[src/rtl/cvxif_copro_responder.sv]
// rtl/cvxif_copro_responder.sv - CV-X-IF coprocessor responder: custom-0 decode, in-order op queue, result channel
// Optional feature macro: CVXIF_COPRO_MUL_EN (enables the MUL op with a MUL_LAT countdown)
module cvxif_copro_responder #(
   parameter int unsigned XLEN     = 64,
   parameter int unsigned ID_WIDTH = 3,
   parameter int unsigned DEPTH    = 4,
   parameter int unsigned MUL_LAT  = 3
) (
   input  logic                clk_i,
   input  logic                rst_i,
   input  logic                issue_valid_i,
   output logic                issue_ready_o,
   input  logic [31:0]         issue_instr_i,
   input  logic [ID_WIDTH-1:0] issue_id_i,
   input  logic [XLEN-1:0]     issue_rs1_i,
   input  logic [XLEN-1:0]     issue_rs2_i,
   output logic                issue_accept_o,
   output logic                issue_writeback_o,
   input  logic                commit_valid_i,
   input  logic [ID_WIDTH-1:0] commit_id_i,
   input  logic                commit_kill_i,
   output logic                result_valid_o,
   input  logic                result_ready_i,
   output logic [ID_WIDTH-1:0] result_id_o,
   output logic [4:0]          result_rd_o,
   output logic [XLEN-1:0]     result_data_o,
   output logic                result_we_o
);

   localparam int unsigned PTR_W = $clog2(DEPTH);
   localparam int unsigned CNT_W = $clog2(MUL_LAT + 1);
   localparam logic [6:0]  OPC_CUSTOM0 = 7'b0001011;

   logic [ID_WIDTH-1:0] id_q   [DEPTH];
   logic [4:0]          rd_q   [DEPTH];
   logic [XLEN-1:0]     data_q [DEPTH];
   logic                we_q   [DEPTH];
   logic [CNT_W-1:0]    cnt_q  [DEPTH];
   logic                cmt_q  [DEPTH];
   logic                kill_q [DEPTH];

   logic [PTR_W-1:0] head_q, head_d, tail_q, tail_d;
   logic [PTR_W:0]   count_q, count_d;

   logic             dec_legal, dec_wb, issue_hs, push, pop;
   logic             head_live, head_ready, head_drop;
   logic [XLEN-1:0]  dec_result;
   logic [CNT_W-1:0] dec_cnt;
   logic             unused_instr_bits;

   // rs1/rs2 register specifiers arrive as operand values, so their fields are not needed
   assign unused_instr_bits = ^issue_instr_i[24:15];

   assign issue_ready_o = (count_q < (PTR_W+1)'(DEPTH));
   assign issue_hs      = issue_valid_i & issue_ready_o;

   // Decode the offered instruction and compute its result at issue time
   always_comb begin
      dec_legal  = 1'b0;
      dec_wb     = 1'b0;
      dec_result = '0;
      dec_cnt    = '0;
      if (issue_instr_i[6:0] == OPC_CUSTOM0 && issue_instr_i[31:25] == 7'd0) begin
         case (issue_instr_i[14:12])
            3'b000: begin
               dec_legal  = 1'b1;
               dec_wb     = 1'b1;
               dec_result = issue_rs1_i + issue_rs2_i;
            end
            3'b001: begin
               dec_legal  = 1'b1;
               dec_wb     = 1'b1;
               dec_result = issue_rs1_i ^ issue_rs2_i;
            end
`ifdef CVXIF_COPRO_MUL_EN
            3'b010: begin
               dec_legal  = 1'b1;
               dec_wb     = 1'b1;
               dec_result = issue_rs1_i * issue_rs2_i;
               dec_cnt    = CNT_W'(MUL_LAT - 1);
            end
`endif
            3'b011: begin
               dec_legal  = 1'b1;
            end
            default: ;
         endcase
      end
   end

   assign issue_accept_o    = issue_hs & dec_legal;
   assign issue_writeback_o = issue_hs & dec_wb;
   assign push              = issue_accept_o;

   assign head_live  = (count_q != '0);
   assign head_drop  = head_live & kill_q[head_q];
   assign head_ready = head_live & cmt_q[head_q] & ~kill_q[head_q] & (cnt_q[head_q] == '0);
   assign pop        = head_drop | (head_ready & result_ready_i);

   // Result channel presents the head entry straight from the queue flops
   assign result_valid_o = head_ready;
   assign result_id_o    = head_ready ? id_q[head_q]   : '0;
   assign result_rd_o    = head_ready ? rd_q[head_q]   : '0;
   assign result_data_o  = head_ready ? data_q[head_q] : '0;
   assign result_we_o    = head_ready ? we_q[head_q]   : 1'b0;

   // Pointer and occupancy next-state; pointers wrap because DEPTH is a power of two
   always_comb begin
      head_d  = pop  ? head_q + 1'b1 : head_q;
      tail_d  = push ? tail_q + 1'b1 : tail_q;
      count_d = count_q;
      case ({push, pop})
         2'b10:   count_d = count_q + 1'b1;
         2'b01:   count_d = count_q - 1'b1;
         default: count_d = count_q;
      endcase
   end

   // Pointer and occupancy registers
   always_ff @(posedge clk_i or posedge rst_i) begin
      if (rst_i) begin
         head_q  <= '0;
         tail_q  <= '0;
         count_q <= '0;
      end else begin
         head_q  <= head_d;
         tail_q  <= tail_d;
         count_q <= count_d;
      end
   end

   // Entry storage: countdown ageing, commit/kill marking, and writing the newly accepted op
   always_ff @(posedge clk_i or posedge rst_i) begin
      if (rst_i) begin
         for (int i = 0; i < DEPTH; i++) begin
            id_q[i]   <= '0;
            rd_q[i]   <= '0;
            data_q[i] <= '0;
            we_q[i]   <= 1'b0;
            cnt_q[i]  <= '0;
            cmt_q[i]  <= 1'b0;
            kill_q[i] <= 1'b0;
         end
      end else begin
         // Free slots may also age or get marked; a push rewrites every field anyway
         for (int i = 0; i < DEPTH; i++) begin
            if (cnt_q[i] != '0) cnt_q[i] <= cnt_q[i] - 1'b1;
            if (commit_valid_i && commit_id_i == id_q[i]) begin
               if (commit_kill_i) kill_q[i] <= 1'b1;
               else               cmt_q[i]  <= 1'b1;
            end
         end
         if (push) begin
            id_q[tail_q]   <= issue_id_i;
            rd_q[tail_q]   <= issue_instr_i[11:7];
            data_q[tail_q] <= dec_result;
            we_q[tail_q]   <= dec_wb;
            cnt_q[tail_q]  <= dec_cnt;
            // A commit for this id in the same cycle lands on the new entry
            cmt_q[tail_q]  <= commit_valid_i & (commit_id_i == issue_id_i) & ~commit_kill_i;
            kill_q[tail_q] <= commit_valid_i & (commit_id_i == issue_id_i) &  commit_kill_i;
         end
      end
   end

endmodule

[config.mk]
export PLATFORM = sky130hd
export DESIGN_NAME = cvxif_copro_responder
export DESIGN_NICKNAME = d
export VERILOG_FILES = /design/src/rtl/cvxif_copro_responder.sv
export SDC_FILE = /design/constraint.sdc
export NUM_CORES = 1
export LEC_CHECK = 0
export ABC_CLOCK_PERIOD_IN_PS = 17100
export CAP_MARGIN = 20
export CORE_AREA = 2 2 185 187
export DETAILED_ROUTE_END_ITERATION = 12
export DIE_AREA = 0 0 187 189
export GPL_TIMING_DRIVEN = 0
export HOLD_SLACK_MARGIN = 0.15
export PLACE_DENSITY = 0.81
export RECOVER_POWER = 50
export SLEW_MARGIN = 20
export SYNTH_ARGS = -nofsm -noshare
export SYNTH_HDL_FRONTEND = slang
export SYNTH_SLANG_ARGS = --single-unit
[constraint.sdc]
create_clock -name clk_i -period 17.1 [get_ports clk_i]
set_input_delay 5.13 -clock clk_i [delete_from_list [all_inputs] [get_ports clk_i]]
set_output_delay 5.13 -clock clk_i [all_outputs]
set_load 0.01 [all_outputs]
==> summary.md, run 1 <==
| Metric | Value |
|---|---|
| Run status | `finished with violations` |
| Violated checks | `capacitance limit, slew limit` |
| Main synth FF type | `dfrtp_1` |
| PD cells | `90.3 mW/mm^2` |
| Initial DRC count | `roughly 1900` |
| Layout Utilization | `0.675` |
| H-tree depth | `1` |
| R2r startpoint | `count_q[2]` |
| Worst Tran Pin Value | `about 5.1 ns` |
| R2R setup slack | `approximately 13 ns` |
| Placed inst area | `approximately 0.022 sq mm` |
| Number of synthesized flops with an enable pin | `0` |
| IO buf count | `~240` |
| Syn_nets | `between 2000 and 2500` |
| First-pass GRT wire length | `roughly 94000 microns` |
| Min-Delay Endpoint | `cnt_q[0]` |
| Worst-skew pair later-pin latency | `about 0.56 ns` |
| Tmin final | `13.69 ns` |
| Antenna-violating nets left | `0` |
| Drt wl/cell | `~22 microns` |
| Clk sinks | `roughly 320` |
| WS Path Type | `in -> out` |
| Share of synthesized registers carrying an async set or reset | `1.00` |
| Reg2Reg Depth | `10` |
| Hold slack final | `approximately 0.44 ns` |
| Num rows | `67` |
| Synth Area per Inst | `just over 9 sq um` |
| HP Start | `cnt_q[0]` |
| DIE AREA | `0.0353 sq mm` |
| Post-CTS Setup Bufs | `0` |
| Period utilization | `0.801` |
| Synthesized instance count | `just over 2000` |
| Setup TNS | `0 ns` |
| Worst endpoint required time | `11.97 ns` |
| Number of CTS-inserted buffers | `30` |
| Sequential-to-total area share from yosys stat | `0.426` |
| Cell Count Post-Placement | `roughly 2700` |
| Fmax | `about 0.073 GHz` |
| Most common cell in the synthesized netlist | `nand2_1` |
| Max IR drop VDD | `approximately 0.067 mV` |
| Inserted Diodes | `0` |
| Core ar. | `~0.033 sq mm` |
| Post-Layout Cell Count | `about 2800` |
| Crit path max fanout | `10` |
| Vias post-DR | `17400` |
| Post-CTS Resized | `0` |
| # setup viols final | `0` |
| Area grow syn2layout | `21.5%` |
| Ys Warns | `0` |
| RR Endpoint | `data_q[7]` |
| CTS tree | `built` |
| Die W | `about 190 microns` |
| Initial Util | `0.556` |
| CTS root buf | `clkbuf_16` |
| Nets | `2547` |
| I/O pin cnt | `around 250` |
| Setup crit start kind | `input port` |
| Setup crit end kind | `output port` |
| Overflow after GRT | `0` |
| RD Place Congestion | `approximately 0.94` |
| Top cell type's share of synthesized area | `0.426` |
| Number of max-slew violations in the final report | `around 320` |
| Vias in the first global route | `roughly 17000` |
| Hold depth | `1` |
| Post-CTS Hold Fix Bufs | `0` |
| Static Leak | `9.88 nW` |
| Antenna violations before repair | `3` |
| Final hold violations | `0` |
| Post-synth top area cell | `dfrtp_1` |
| Max Cap Viol | `4` |
| Clock Path Buffers | `3` |
| Arrival time of the worst setup path | `roughly 8.6 ns` |
| Type of the tightest min-delay check | `reg -> reg` |
| Unrepaired setup endpoints after global routing | `false` |
| Rel. slew slack | `-2.42` |
| DR DRC count | `0` |
| Largest net degree at the start of global routing | `99` |
| Dpl ws | `approximately 4 ns` |
| Tot Pwr | `between 2 and 2.5 mW` |
| Die height | `roughly 190 microns` |
| Top cells by count, synth | `583 x nand2_1, 315 x dfrtp_1, 179 x o21ai_0, 112 x a21oi_1, 89 x clkbuf_1` |
| Share of layout cells above drive strength 1 | `0.0751` |
| Clock Skews | `between 0.01 and 0.015 ns` |
| Synth area leaders | `dfrtp_1 43%, nand2_1 12%, mux4_2 8.9%` |
| Total global-route track usage | `0.338` |
| Post-layout instance area | `roughly 0.022 sq mm` |
| Post-synthesis instance area | `approximately 0.018 sq mm` |
| Post-synthesis register bit count | `approximately 320` |
| Number of distinct library cells after synthesis | `76` |
| Final wirelength | `between 50000 and 60000 microns` |
| Drt first pass iters | `5` |
| Reg clk slew, reported paths | `0.06 ns` |
| Post-DP HPWL | `around 44000 microns` |
| Setup ws final | `between 3 and 4 ns` |
| Vias per inst | `roughly 6.3` |
-- worst max path at each step --
stage,start,depth (start not counted),end
after floorplan,rst_i,1,cmt_q[0]
after global placement,rst_i,2,data_q[18]
after detailed placement,issue_instr_i[28],6,issue_accept_o
after CTS,issue_instr_i[28],6,issue_accept_o
after global routing,rst_i,4,data_q[142]
final,issue_instr_i[28],6,issue_accept_o
-- sequential cells by signal (all words and copies together), names as in the netlist --
name / flops
data_q: 256
rd_q: 20
id_q: 12
cnt_q: 8
cmt_q: 4
kill_q: 4
we_q: 4
count_q: 3
head_q: 2
tail_q: 2
-- final cells by class --
cell class | count | area [sq um]
clock inverters | 16 | 191
repair buffers | 238 | 2360
fillers | 2568 | 10800
plain buffers | 128 | 529
well taps | 448 | 561
inverters | 39 | 148
clock buffers | 40 | 860
multi-input cells | 1553 | 9930
flip-flops and latches | 315 | 7880
-- worst max-delay path, stage by stage --
cell and delay, ns:
dlygate4sd3_1 0.53, nor4_1 0.46, nand3_1 0.36, a2111oi_0 0.85, clkbuf_1 0.56, clkdlybuf4s50_1 0.66
-- where the power goes --
group / internal (mW) / total (mW) / leakage, nW / switching [mW]
Sequential: 0.756 / 0.762 / 4.35 / 0.00558
Combinational: 0.205 / 0.562 / 5.01 / 0.357
Clock: 0.414 / 0.705 / 0.515 / 0.291
-- placed cells by master (no fill, tap or decap), drive strengths merged, types with 6 or more instances in the layout --
| master | netlist | routed |
|---|---|---|
| nand2 | 583 | 583 |
| dfrtp | 315 | 315 |
| clkdlybuf4s50 | 0 | 230 |
| o21ai | 186 | 186 |
| clkbuf | 91 | 139 |
| a21oi | 113 | 113 |
| nor2 | 84 | 84 |
| nor2b | 75 | 75 |
| mux4 | 73 | 73 |
| ha | 68 | 68 |
| xnor2 | 51 | 51 |
| o31ai | 51 | 51 |
| inv | 38 | 38 |
| buf | 37 | 32 |
| xor2 | 24 | 24 |
| nand4 | 21 | 21 |
| a21o | 20 | 20 |
| a22o | 19 | 19 |
| nand3 | 18 | 18 |
| nor3 | 15 | 15 |
| a31oi | 15 | 15 |
| o21bai | 14 | 14 |
| and2 | 13 | 13 |
| o21a | 12 | 12 |
| and3 | 11 | 11 |
| clkinv | 1 | 9 |
| o211ai | 8 | 8 |
| a211oi | 7 | 7 |
| or3 | 6 | 6 |
-- per-layer routing --
metal | track usage | vias up | wire [microns]
li1 | - | 7618 | -
met1 | 0.435 | 8490 | 22700
met2 | 0.555 | 1062 | 28200
met3 | 0.0693 | 182 | 6340
met4 | 0.152 | 6 | 2510
met5 | 0 | - | 43
-- cells by family after synthesis --
| logic type | after synthesis | share of synthesized area |
|---|---|---|
| compound gates | 482 | 0.164 |
| xor+xnor | 75 | 0.0359 |
| fa+ha+maj | 70 | 0.0482 |
| buf+inv | 167 | 0.0369 |
| flops | 315 | 0.426 |
| mux | 80 | 0.0929 |
| simple gates | 846 | 0.196 |
Power figures use the tool's default switching activity.
==> inputs of run 2 (changes only) <==
--- a/config.mk
+++ b/config.mk
@@ -5,7 +5,7 @@
 export SDC_FILE = /design/constraint.sdc
 export NUM_CORES = 1
 export LEC_CHECK = 0
-export ABC_CLOCK_PERIOD_IN_PS = 17100
+export ABC_CLOCK_PERIOD_IN_PS = 13250
 export CAP_MARGIN = 20
 export CORE_AREA = 2 2 185 187
 export DETAILED_ROUTE_END_ITERATION = 12
==> constraint.sdc (replaced) <==
create_clock -name clk_i -period 13.25 [get_ports clk_i]
set_input_delay 3.975 -clock clk_i [delete_from_list [all_inputs] [get_ports clk_i]]
set_output_delay 3.975 -clock clk_i [all_outputs]
set_load 0.01 [all_outputs]
==> run 2 against run 1 <==
  * The run still ends with capacitance limit, slew limit left
  * Highest routed layer unchanged
  * Utilization rose by 0.071 points
  * Non-clock buffer count did not move
  * Die area did not move
  * Critical path type unchanged
  * Critical path depth did not move
  * Total power rose by 29%
  * Sequential share of layout area barely moved
  * Routed wire length fell by 0.17%
  * Combinational power rose by 29%
  * First-iteration DRC count rose by 2.9%
  * Global-route usage did not move
  * Critical endpoint unchanged
==> summary.md, run 2 (synthesis gave the netlist of run 1 again) <==
| Metric | Value |
|---|---|
| Tmin final | `between 10 and 15 ns` |
| Reg2Reg Depth | `10 (unchanged)` |
| Core ar. | `0.0333 sq mm (unchanged)` |
| I/O pin cnt | `249 (unchanged)` |
| RR Endpoint | `data_q[7]` |
| Max IR drop VDD | `0.0869 mV (+30%)` |
| Vias post-DR | `17400 (+0.046%)` |
| Worst-skew pair later-pin latency | `0.56 ns (about the same)` |
| Vias per inst | `6.25 (about the same)` |
| Commonest cells after routing, fill and taps aside | `583 x nand2_1, 315 x dfrtp_1, 230 x clkdlybuf4s50_1` |
| Rel. slew slack | `-2.41 (+0.00768)` |
| WS Path Type | `in -> out` |
| Post-CTS Setup Bufs | `0 (unchanged)` |
| Reg clk slew, reported paths | `0.06 ns (about the same)` |
| Initial Util | `0.556 (unchanged)` |
| Num rows | `67 (unchanged)` |
| Sw frac | `0.322 (about the same)` |
| Largest registers | `data_q (256), rd_q (20), id_q (12)` |
| Setup crit start kind | `input port` |
| Die W | `187 microns (unchanged)` |
| DR DRC count | `0 (unchanged)` |
| Drt wl/cell | `21.5 microns (-0.17%)` |
| Internal power | `1.78 mW (+29%)` |
| HP Start | `cnt_q[0]` |
| H-tree depth | `1 (unchanged)` |
| Post-Layout Cell Count | `2777 (unchanged)` |
| Fmax | `roughly 0.088 GHz` |
| R2r startpoint | `count_q[2]` |
| RD Place Congestion | `0.942 (unchanged)` |
| Largest register by flop count | `data_q` |
| Crit path max fanout | `10 (unchanged)` |
| Violated checks | `capacitance limit, slew limit` |
| Overflow after GRT | `0 (unchanged)` |
| Die height | `189 microns (unchanged)` |
| Worst setup startpoint | `issue_instr_i[28]` |
| IO buf count | `235 (unchanged)` |
| Share of layout cells above drive strength 1 | `0.0756 (+0.000429)` |
| Hold slack final | `0.450 ns (+0.00611 ns)` |
| Final hold violations | `0 (unchanged)` |
| Initial DRC count | `1906 (+2.9%)` |
| Final wirelength | `59700 microns (-0.17%)` |
| Antenna violations before repair | `3 (unchanged)` |
| Clk sinks | `315 (unchanged)` |
| Sequential power share | `0.375 (about the same)` |
| # setup viols final | `0 (unchanged)` |
| Post-CTS Resized | `0 (unchanged)` |
| Setup crit end kind | `output port` |
| Area grow syn2layout | `21.6%` |
| Post-CTS Hold Fix Bufs | `0 (unchanged)` |
| Commonest non-fill, non-tap cell in the layout | `nand2_1` |
| Period utilization | `0.854` |
| Layout Utilization | `0.676 (+0.000714)` |
| First-pass GRT wire length | `93600 microns (unchanged)` |
| R2R setup slack | `9.59 ns (-3.78 ns)` |
| Max Cap Viol | `3 (-1)` |
| Antenna-violating nets left | `0 (unchanged)` |
| Post-DP HPWL | `43500 microns (unchanged)` |
| Largest net degree at the start of global routing | `99 (unchanged)` |
| Nets | `2547 (unchanged)` |
| DIE AREA | `0.0353 sq mm (unchanged)` |
| Clock Skews | `0.0134 ns (-0.000762 ns)` |
| Cell Count Post-Placement | `2721 (unchanged)` |
| Clock Path Buffers | `3 (unchanged)` |
| Tot Pwr | `2.62 mW (+29%)` |
| Combinational Power Share | `0.277 (about the same)` |
| CTS tree | `built` |
| PD cells | `116 mW/mm^2 (+29%)` |
| Worst Tran Pin Value | `5.11 ns (-0.0115 ns)` |
| Setup ws final | `1.93 ns (-1.48 ns)` |
| Static Leak | `9.89 nW (+0.12%)` |
| CTS root buf | `clkbuf_16` |
| Type of the tightest min-delay check | `reg -> reg` |
| Dpl ws | `2.51 ns (-1.54 ns)` |
| Total global-route track usage | `0.338 (unchanged)` |
| NetSw | `0.844 mW (+29%)` |
| Worst endpoint required time | `9.27 ns (-2.70 ns)` |
| Number of max-slew violations in the final report | `256 (-20%)` |
| Clock Power Share | `0.348 (about the same)` |
| Number of CTS-inserted buffers | `30 (unchanged)` |
| Drt first pass iters | `7 (+2)` |
| Inserted Diodes | `0 (unchanged)` |
| Arrival time of the worst setup path | `7.35 ns (-1.21 ns)` |
| Max reg flops | `256 (unchanged)` |
| Fillers | `2564 (-0.16%)` |
| Run status | `finished with violations` |
| Vias in the first global route | `17200 (unchanged)` |
| Unrepaired setup endpoints after global routing | `false` |
| Critical Path Sink | `issue_accept_o` |
## run 2: power by group through the flow
stage / Sequential (mW) / Clock (mW) / Combinational (mW)
after global routing: 0.984 / 0.950 / 0.784
after floorplan: 0.999 / 0 / 0.476
after detailed placement: 1.00 / 0 / 0.719
after CTS: 0.983 / 0.908 / 0.724
final: 0.983 / 0.911 / 0.725
after global placement: 1.00 / 0 / 0.701
## run 2: layout make-up
cell class | count | area [sq um] | share of cell area
plain buffers | 128 | 529 | 0.0235
multi-input cells | 1553 | 9930 | 0.442
inverters | 39 | 148 | 0.00656
flip-flops and latches | 315 | 7880 | 0.350
well taps | 448 | 561 | 0.0249
repair buffers | 238 | 2390 | 0.106
clock buffers | 40 | 860 | 0.0382
clock inverters | 16 | 191 | 0.00851
## run 2: worst min path at each step
| stage | endpoint | depth (start not counted) |
|---|---|---|
| after floorplan | cnt_q[0] | 1 |
| after global placement | cnt_q[6] | 1 |
| after detailed placement | cnt_q[0] | 1 |
| after CTS | cnt_q[0] | 1 |
| after global routing | cnt_q[4] | 1 |
| final | cnt_q[0] | 1 |
## run 2: critical path, cell delays in order
cell and delay [ns]:
dlygate4sd3_1 0.53, nor4_1 0.46, nand3_1 0.36, a2111oi_0 0.80, clkbuf_1 0.55, clkdlybuf4s50_1 0.66
## run 2: stage by stage
stage | cell area, sq um | TNS [ns]
after detailed placement | 21500 | 0
final | 22500 | 0
after global routing | 22500 | 0
after floorplan | 18500 | 0
after global placement | 21400 | -833.62
after CTS | 22600 | 0
## run 2: per-layer routing
layer  vias to the layer above  track usage  routed length (microns)
li1                       7619            -                        -
met1                      8420        0.435                    22700
met2                      1128        0.555                    28200
met3                       193       0.0693                     6180
met4                         6        0.152                     2530
met5                         -            0                       43
